[src/rtl/axi_pkg.sv]
// Shared AXI3 read-side constants, arbiter FSM states and AR payload type.
package axi_pkg;

  localparam int unsigned AXI_ADDR_W = 32;
  localparam int unsigned AXI_LEN_W  = 8;
  localparam int unsigned AXI_SIZE_W = 3;

  localparam logic [1:0] AXI_BURST_INCR = 2'b01;
  localparam logic [1:0] AXI_RESP_OKAY  = 2'b00;

  localparam logic PORT_INST = 1'b0;
  localparam logic PORT_DATA = 1'b1;

  typedef enum logic [1:0] {
    RD_IDLE,
    RD_ADDR,
    RD_DATA
  } rd_state_e;

  typedef struct packed {
    logic [AXI_ADDR_W-1:0] addr;
    logic [AXI_LEN_W-1:0]  len;
    logic [AXI_SIZE_W-1:0] size;
  } ar_req_t;

endpackage

[src/rtl/rd_prio_picker.sv]
// Data-priority pick between the two refill ports, with an instruction starvation guard.
module rd_prio_picker
  import axi_pkg::*;
#(
  parameter int unsigned MAX_D_STREAK = 4,
  parameter int unsigned STREAK_W     = 3
) (
  input  logic [1:0]          req,
  input  logic [STREAK_W-1:0] streak,
  output logic                winner,
  output logic                grant_valid
);

  logic inst_starved;

  always_comb begin
    inst_starved = req[PORT_INST] && (streak >= STREAK_W'(MAX_D_STREAK));
    grant_valid  = |req;
    winner       = (req[PORT_DATA] && !inst_starved) ? PORT_DATA : PORT_INST;
  end

endmodule

[src/rtl/axi_rd_arbiter.sv]
// Two-port AXI3 read arbiter: one outstanding burst, owner tagged on arid, R routed back by owner.
module axi_rd_arbiter
  import axi_pkg::*;
#(
  parameter int unsigned MAX_D_STREAK = 4,
  parameter int unsigned ADDR_W       = 32,
  parameter int unsigned DATA_W       = 32
) (
  input  logic                aclk,
  input  logic                aresetn,
  input  logic [1:0]          m_req,
  input  logic [2*ADDR_W-1:0] m_addr,
  input  logic [15:0]         m_len,
  input  logic [5:0]          m_size,
  output logic [1:0]          m_addr_ok,
  output logic [1:0]          m_rvalid,
  output logic                m_rlast,
  output logic [DATA_W-1:0]   m_rdata,
  output logic                m_rerr,
  output logic [3:0]          arid,
  output logic [ADDR_W-1:0]   araddr,
  output logic [7:0]          arlen,
  output logic [2:0]          arsize,
  output logic [1:0]          arburst,
  output logic [1:0]          arlock,
  output logic [3:0]          arcache,
  output logic [2:0]          arprot,
  output logic                arvalid,
  input  logic                arready,
  input  logic [3:0]          rid,
  input  logic [DATA_W-1:0]   rdata,
  input  logic [1:0]          rresp,
  input  logic                rlast,
  input  logic                rvalid,
  output logic                rready,
  output logic                proto_err
);

  localparam int unsigned STREAK_W = $clog2(MAX_D_STREAK + 1);

  rd_state_e           state_q, state_d;
  logic                owner_q, owner_d;
  logic [STREAK_W-1:0] streak_q, streak_d;
  ar_req_t             ar_q, ar_d;
  logic                proto_err_q, proto_err_d;
  logic                winner, grant_valid, rid_ok;

  rd_prio_picker #(
    .MAX_D_STREAK (MAX_D_STREAK),
    .STREAK_W     (STREAK_W)
  ) u_picker (
    .req          (m_req),
    .streak       (streak_q),
    .winner       (winner),
    .grant_valid  (grant_valid)
  );

  always_ff @(posedge aclk) begin
    if (!aresetn) begin
      state_q     <= RD_IDLE;
      owner_q     <= PORT_INST;
      streak_q    <= '0;
      ar_q        <= '0;
      proto_err_q <= 1'b0;
    end else begin
      state_q     <= state_d;
      owner_q     <= owner_d;
      streak_q    <= streak_d;
      ar_q        <= ar_d;
      proto_err_q <= proto_err_d;
    end
  end

  always_comb begin
    state_d     = state_q;
    owner_d     = owner_q;
    streak_d    = streak_q;
    ar_d        = ar_q;
    proto_err_d = proto_err_q;
    m_addr_ok   = 2'b00;
    m_rvalid    = 2'b00;
    arvalid     = 1'b0;
    rready      = 1'b0;
    rid_ok      = (rid == {3'b000, owner_q});

    unique case (state_q)
      RD_IDLE: begin
        if (grant_valid) begin
          m_addr_ok[winner] = 1'b1;
          owner_d           = winner;
          ar_d.addr = AXI_ADDR_W'(winner ? m_addr[ADDR_W +: ADDR_W] : m_addr[0 +: ADDR_W]);
          ar_d.len  = winner ? m_len[8 +: 8] : m_len[0 +: 8];
          ar_d.size = winner ? m_size[3 +: 3] : m_size[0 +: 3];
          // Streak only grows while the instruction side is actually being passed over.
          if ((winner == PORT_DATA) && m_req[PORT_INST]) begin
            streak_d = (streak_q == STREAK_W'(MAX_D_STREAK)) ? streak_q : streak_q + 1'b1;
          end else begin
            streak_d = '0;
          end
          state_d = RD_ADDR;
        end
      end
      RD_ADDR: begin
        arvalid = 1'b1;
        if (arready) state_d = RD_DATA;
      end
      RD_DATA: begin
        rready = 1'b1;
        if (rvalid) begin
          if (rid_ok) m_rvalid[owner_q] = 1'b1;
          else        proto_err_d       = 1'b1;
          if (rlast) state_d = RD_IDLE;
        end
      end
      default: state_d = RD_IDLE;
    endcase
  end

  assign m_rdata   = rdata;
  assign m_rlast   = rlast;
  assign m_rerr    = (rresp != AXI_RESP_OKAY);
  assign arid      = {3'b000, owner_q};
  assign araddr    = ADDR_W'(ar_q.addr);
  assign arlen     = ar_q.len;
  assign arsize    = ar_q.size;
  assign arburst   = AXI_BURST_INCR;
  assign arlock    = 2'b00;
  assign arcache   = 4'h0;
  assign arprot    = 3'h0;
  assign proto_err = proto_err_q;

endmodule
[config.mk]
export PLATFORM = sky130hd
export DESIGN_NAME = axi_rd_arbiter
export DESIGN_NICKNAME = d
export VERILOG_FILES = /design/src/rtl/axi_pkg.sv /design/src/rtl/rd_prio_picker.sv /design/src/rtl/axi_rd_arbiter.sv
export SDC_FILE = /design/constraint.sdc
export NUM_CORES = 1
export LEC_CHECK = 0
export BUFFER_PORTS_ARGS = -buffer_cell sky130_fd_sc_hd__clkbuf_2
export CAP_MARGIN = 20
export CELL_PAD_IN_SITES_DETAIL_PLACEMENT = 2
export CELL_PAD_IN_SITES_GLOBAL_PLACEMENT = 2
export CORE_MARGIN = 5
export CORE_UTILIZATION = 21
export CTS_BUF_LIST = sky130_fd_sc_hd__clkbuf_16
export CTS_CLUSTER_SIZE = 24
export DETAILED_ROUTE_END_ITERATION = 6
export GPL_ROUTABILITY_DRIVEN = 0
export GPL_TIMING_DRIVEN = 0
export PLACE_DENSITY_LB_ADDON = 0.05
export SYNTH_ARGS = -nofsm -noshare
export SYNTH_HDL_FRONTEND = slang
export SYNTH_SLANG_ARGS = --single-unit
[constraint.sdc]
create_clock -name aclk -period 3.06 [get_ports aclk]
set_input_delay 0.918 -clock aclk [delete_from_list [all_inputs] [get_ports aclk]]
set_output_delay 0.918 -clock aclk [all_outputs]
set_load 0.05 [all_outputs]
* Word level (Yosys, flattened, before mapping)
Cells that the tools add are included.
Widths: inputs -> output; s select.
** Cells by class
- Magnitude comparators :: 5
- Add/subtract/negate cells :: 1
- Reduce and logical (&&, ||, !) cells :: 13
- Mux-type cells :: 22
- Equality and inequality tests :: 9
- Bitwise operators :: 1
** Operator list (count)
- $mux 32 :: 1
- $mux 2 :: 9
- $ne 2x2->1 const B :: 5
- $mux 3 :: 3
- $mux 8 :: 1
- $pmux 2 s3 :: 1
- $reduce_and 3->1 :: 2
- $logic_and 1x1->1 :: 5
- $mux 1 :: 5
- $eq 4x1->1 :: 1
- $lt 1x2->1 const B :: 2
- $reduce_and 4->1 :: 1
- $add 3x1->3 const B :: 1
- $eq 3x3->1 const B :: 1
- $ge 3x3->1 const B :: 1
- $demux 1 s1 :: 2
- $eq 2x1->1 const B :: 1
- $eq 2x2->1 const B :: 1
- $ge 1x1->1 const B :: 2
- $logic_not 2->1 :: 1
- $reduce_and 2->1 :: 1
- $reduce_bool 2->1 :: 1
- $reduce_or 2->1 :: 1
- $logic_not 1->1 :: 1
- $not 1->1 :: 1
** Storage, ports and cells
- Output and inout bits :: 99
- Input port bits :: 131
- Logic and storage cells :: 58
- Register bits :: 50

* Logic depth before layout (Yosys ltp)
- Depth after elaboration :: 11
- Gate-level depth with buffers :: 5
- Depth with buffers taken out :: 3

* By module
From an unflattened synthesis, not the netlist that was laid out.
** Unflattened totals
- Cell total of the unflattened synthesis :: 293
- Area total of the unflattened synthesis :: 2681.3 um2
** By module, submodules not included
- axi_rd_arbiter :: cells an instance 291, instances 1, area each 2667.6 um2, sequential area each 1001.0 um2
- rd_prio_picker :: cells an instance 2, instances 1, area each 13.8 um2, sequential area each 0.0 um2

* Least setup slack after synthesis
Ideal clock, no wire load.
- Path kind :: register to output
- From :: register state_q[1]
- To :: output port m_rvalid[0]
- Path buffers :: 0
- Slack :: -0.394 ns
- Arrival :: 2.536 ns
- Required time :: 2.142 ns
- Cell stages (with the launch flop) :: 4
- Cells stage by stage :: dfxtp_1 -> nor2b_1 -> nand3_1 -> nor3_1
** Between the ends
- Longest elaborated chain between the ends :: 2
** Ends and longest elaborated chain
- start: declaration :: RTL line axi_rd_arbiter.sv:41 : rd_state_e state_q, state_d;
- start signal: assignment :: RTL line axi_rd_arbiter.sv:66 : state_q <= state_d;
- $eq 2x2->1 :: RTL line axi_rd_arbiter.sv:86 : unique case (state_q)
- $mux 2 :: RTL line axi_rd_arbiter.sv:86
- end: declaration :: RTL line axi_rd_arbiter.sv:16 : output logic [1:0] m_rvalid,
No other way between the ends.

* Worst setup path in the final report
- From :: input port m_req[1]
- To :: output port m_addr_ok[1]
** Between the ends
- Longest elaborated chain between the ends :: 8
- Elaborated cells on any way between the ends :: 10
- Classes of those cells :: order compare (2); mux (5); reduce/logical (3)
** Ends and longest elaborated chain
- start: declaration :: RTL line axi_rd_arbiter.sv:11 : input logic [1:0] m_req,
- $logic_and 1x1->1 :: RTL line rd_prio_picker.sv:19 : winner = (req[PORT_DATA] && !inst_starved) ? PORT_DATA : PORT_INST;
- $mux 1 :: RTL line rd_prio_picker.sv:19
- $lt 1x2->1 (implied by the code) / $ge 1x1->1 (equally long branches) :: RTL line axi_rd_arbiter.sv:89 : m_addr_ok[winner] = 1'b1;
- $logic_and 1x1->1 (implied by the code) :: RTL line axi_rd_arbiter.sv:89
- $mux 1 (implied by the code) :: RTL line axi_rd_arbiter.sv:89
- $demux 1 s1 :: RTL line axi_rd_arbiter.sv:89
- $mux 2 * :: RTL line axi_rd_arbiter.sv:88 : if (grant_valid) begin
- $mux 2 * :: RTL line axi_rd_arbiter.sv:86
- end: declaration :: RTL line axi_rd_arbiter.sv:15 : output logic [1:0] m_addr_ok,
Mark *: on every way between the ends. The rest lies on a longest branch, timed or not.

==> results.sh <==
export IMPL_clk_latency_ns=0.29
export IMPL_worstHoldPathType="flop to flop"
export IMPL_initial_core_util_pct=21.2
export IMPL_relSlewSlack_pct=49.2
export IMPL_end_kind="primary output"
export IMPL_preCtsSetupSlack_ns=-0.111
export IMPL_seq_area_frac_synth_pct=34.3
export IMPL_dieWidth_microns=128
export IMPL_setup_viol=0
export IMPL_synth_top_cell_by_area="dfxtp_1"
export IMPL_cts_root_buf="clkbuf_16"
export IMPL_grt_pass1_wl_mm=18.6
export IMPL_synth_seq_cells=50
export IMPL_postSynthAreaPerCell_sq_um=8.50
export IMPL_reg2reg_depth=4
export IMPL_post_route_min_period_ns=2.90
export IMPL_ant_nets=0
export IMPL_timing_fmax_ghz=0.345
export IMPL_antenna_found_initial=0
export IMPL_critPathKind="primary input to primary output"
export IMPL_yosys_warnings=0
export IMPL_cts_sinks=50
export IMPL_ir_worst_vdd_uv=172
export IMPL_io_pins=230
export IMPL_htree_levels=2
export IMPL_grt_overflow_total=0
export IMPL_rsz0062_at_grt="no"
export IMPL_maxCapViolCount=0
export IMPL_synth_area_leaders="dfxtp_1, a311oi_2, buf_4, nand2_1, a21oi_1"
export IMPL_fin_crit_sh_pct=94.7
export IMPL_first_iter_violations=75
export IMPL_wire_per_inst_microns=16.2
export IMPL_syn_cell_area_sq_um=2920
export IMPL_worstHoldPathCells=1
export IMPL_core_sq_um=13800
export IMPL_power_leakage_nw=2.04
export IMPL_port_buffers=183
export IMPL_synthCells=343
export IMPL_synth_edf_count=0
export IMPL_start_kind="primary input"
export IMPL_status="finished, final reports clean"
export IMPL_firstDrtPassIters=4
export IMPL_utilization_pct=30.9
export IMPL_final_nets=677
export IMPL_cts_tree="built"
export IMPL_clkTransAtPathRegs_ns=0.06
export IMPL_drc=0
export IMPL_hold_ws_ns=0.466
export IMPL_cts_buffer_depth=2
export IMPL_fin_skew_ns=0.00743
export IMPL_synth_top_area_share_pct=34.3
export IMPL_antenna_cells=0
export IMPL_p_per_area_nw_per_um2=517
export IMPL_wl_mm=11.8
export IMPL_avgViaCountPerCell=4.40
export IMPL_reg2reg_slack_ns=1.48
export IMPL_cts_buffers=5
export IMPL_layout_drive_gt1_share_pct=55.0
export IMPL_grt_pass1_vias=3527
export IMPL_async_reset_ff_share_pct=0
export IMPL_grt_use_total_pct=14.1
export IMPL_num_rows=43
export IMPL_fin_ws_ns=0.161
export IMPL_slew_violations=0
export IMPL_area_growth_synth_to_final_pct=46.1
export IMPL_vias=3189
export IMPL_cp_max_fo=10
export IMPL_grt_max_degree=15
export IMPL_mostFrequentLayoutCell="clkbuf_2"
export IMPL_setup_tns_ns=0
export IMPL_synth_ff_type="dfxtp_1"
export IMPL_hold_buffers=0
export IMPL_final_hold_viol_count=0
export IMPL_ys_types=31
export IMPL_worstMarginPinSlew_ns=0.762
export IMPL_fp_dieH_microns=128
export IMPL_cp_required_ns=2.14
export IMPL_mostFrequentLayoutCells="clkbuf_2, nand2_1, buf_4"
export IMPL_cp_arrival_ns=1.98
export IMPL_dieArea_sq_um=16300
export IMPL_dp_final_hpwl_mm=9.45
## layout make-up
class / count / area [sq um]
inverter: 2 / 7.51
multi-input combinational: 227 / 1450
timing repair buffer: 184 / 923
sequential: 50 / 1000
fill: 1686 / 9510
clock inverter: 2 / 11.3
buffer: 75 / 523
tap: 180 / 225
clock buffer: 5 / 125
## layer usage
layer	wire [microns]	global-route usage [%]	vias to the layer above
li1	-	-	1555
met1	4670	16.8	1512
met2	6030	24.7	117
met3	984	5.00	5
met4	95	2.81	0
met5	0	0	-
## worst max-delay path, cell delays in order
cell and delay, ns:
clkbuf_2 0.16, a21boi_4 0.20, buf_2 0.26, nand2_1 0.11, inv_1 0.06, clkbuf_2 0.26
## state kept, by name, indices dropped and copies added, names as in the netlist
| register | cells |
|---|---|
| arlen | 8 |
| proto_err | 1 |
| araddr | 32 |
| state_q | 2 |
| arsize | 3 |
| owner_q | 1 |
| streak_q | 3 |
## kinds of logic after synthesis
group | share of synthesized area (%)
simple gates | 17.4
fa+ha+maj | 0.429
xor+xnor | 0.300
compound gates | 29.0
other cells | 0.257
buf+inv | 18.3
flops | 34.3
## timing repair
action                     4_1_cts  5_1_grt
setup endpoints to repair        2        2
setup buffers                    1        0
resized for setup                1        2
gates cloned                     0        0
## through the flow
step           area, sq um  power (mW)  std cells
5_1_grt               4260        2.33        725
4_1_cts               4260        2.25        726
6_report              4260        2.20        725
3_3_place_gp          4120        1.67        718
2_1_floorplan         2970        1.44        355
3_5_place_dp          4120        1.68        718
## report_power, final
| group | leakage [nW] | switching [mW] | internal (mW) |
|---|---|---|---|
| registers | 0.413 | 0.0410 | 0.718 |
| clock network | 0.0671 | 0.252 | 0.296 |
| logic | 1.56 | 0.628 | 0.269 |
| total | 2.04 | 0.920 | 1.28 |
## synthesized netlist by cell type, drive strengths merged, types with 2 or more instances
master and instances:
dfxtp 50, o21ai 16, a31oi 12, nand2 65
nand3 27, nand3b 2, nor2b 3, buf 69
a21oi 36, inv 2, nor2 6, conb 2
or2 3, clkbuf 7, nor3 3, a311oi 31
## final timing paths
kind | start | endpoint
max | m_req[1] | m_addr_ok[1]
min | proto_err$_SDFFE_PN0P_ | proto_err$_SDFFE_PN0P_
max reg2reg | state_q[0]$_SDFFE_PN0P_ | arlen[4]$_SDFFE_PN0P_
min reg2reg | proto_err$_SDFFE_PN0P_ | proto_err$_SDFFE_PN0P_
(Power assumes the default switching activity.)
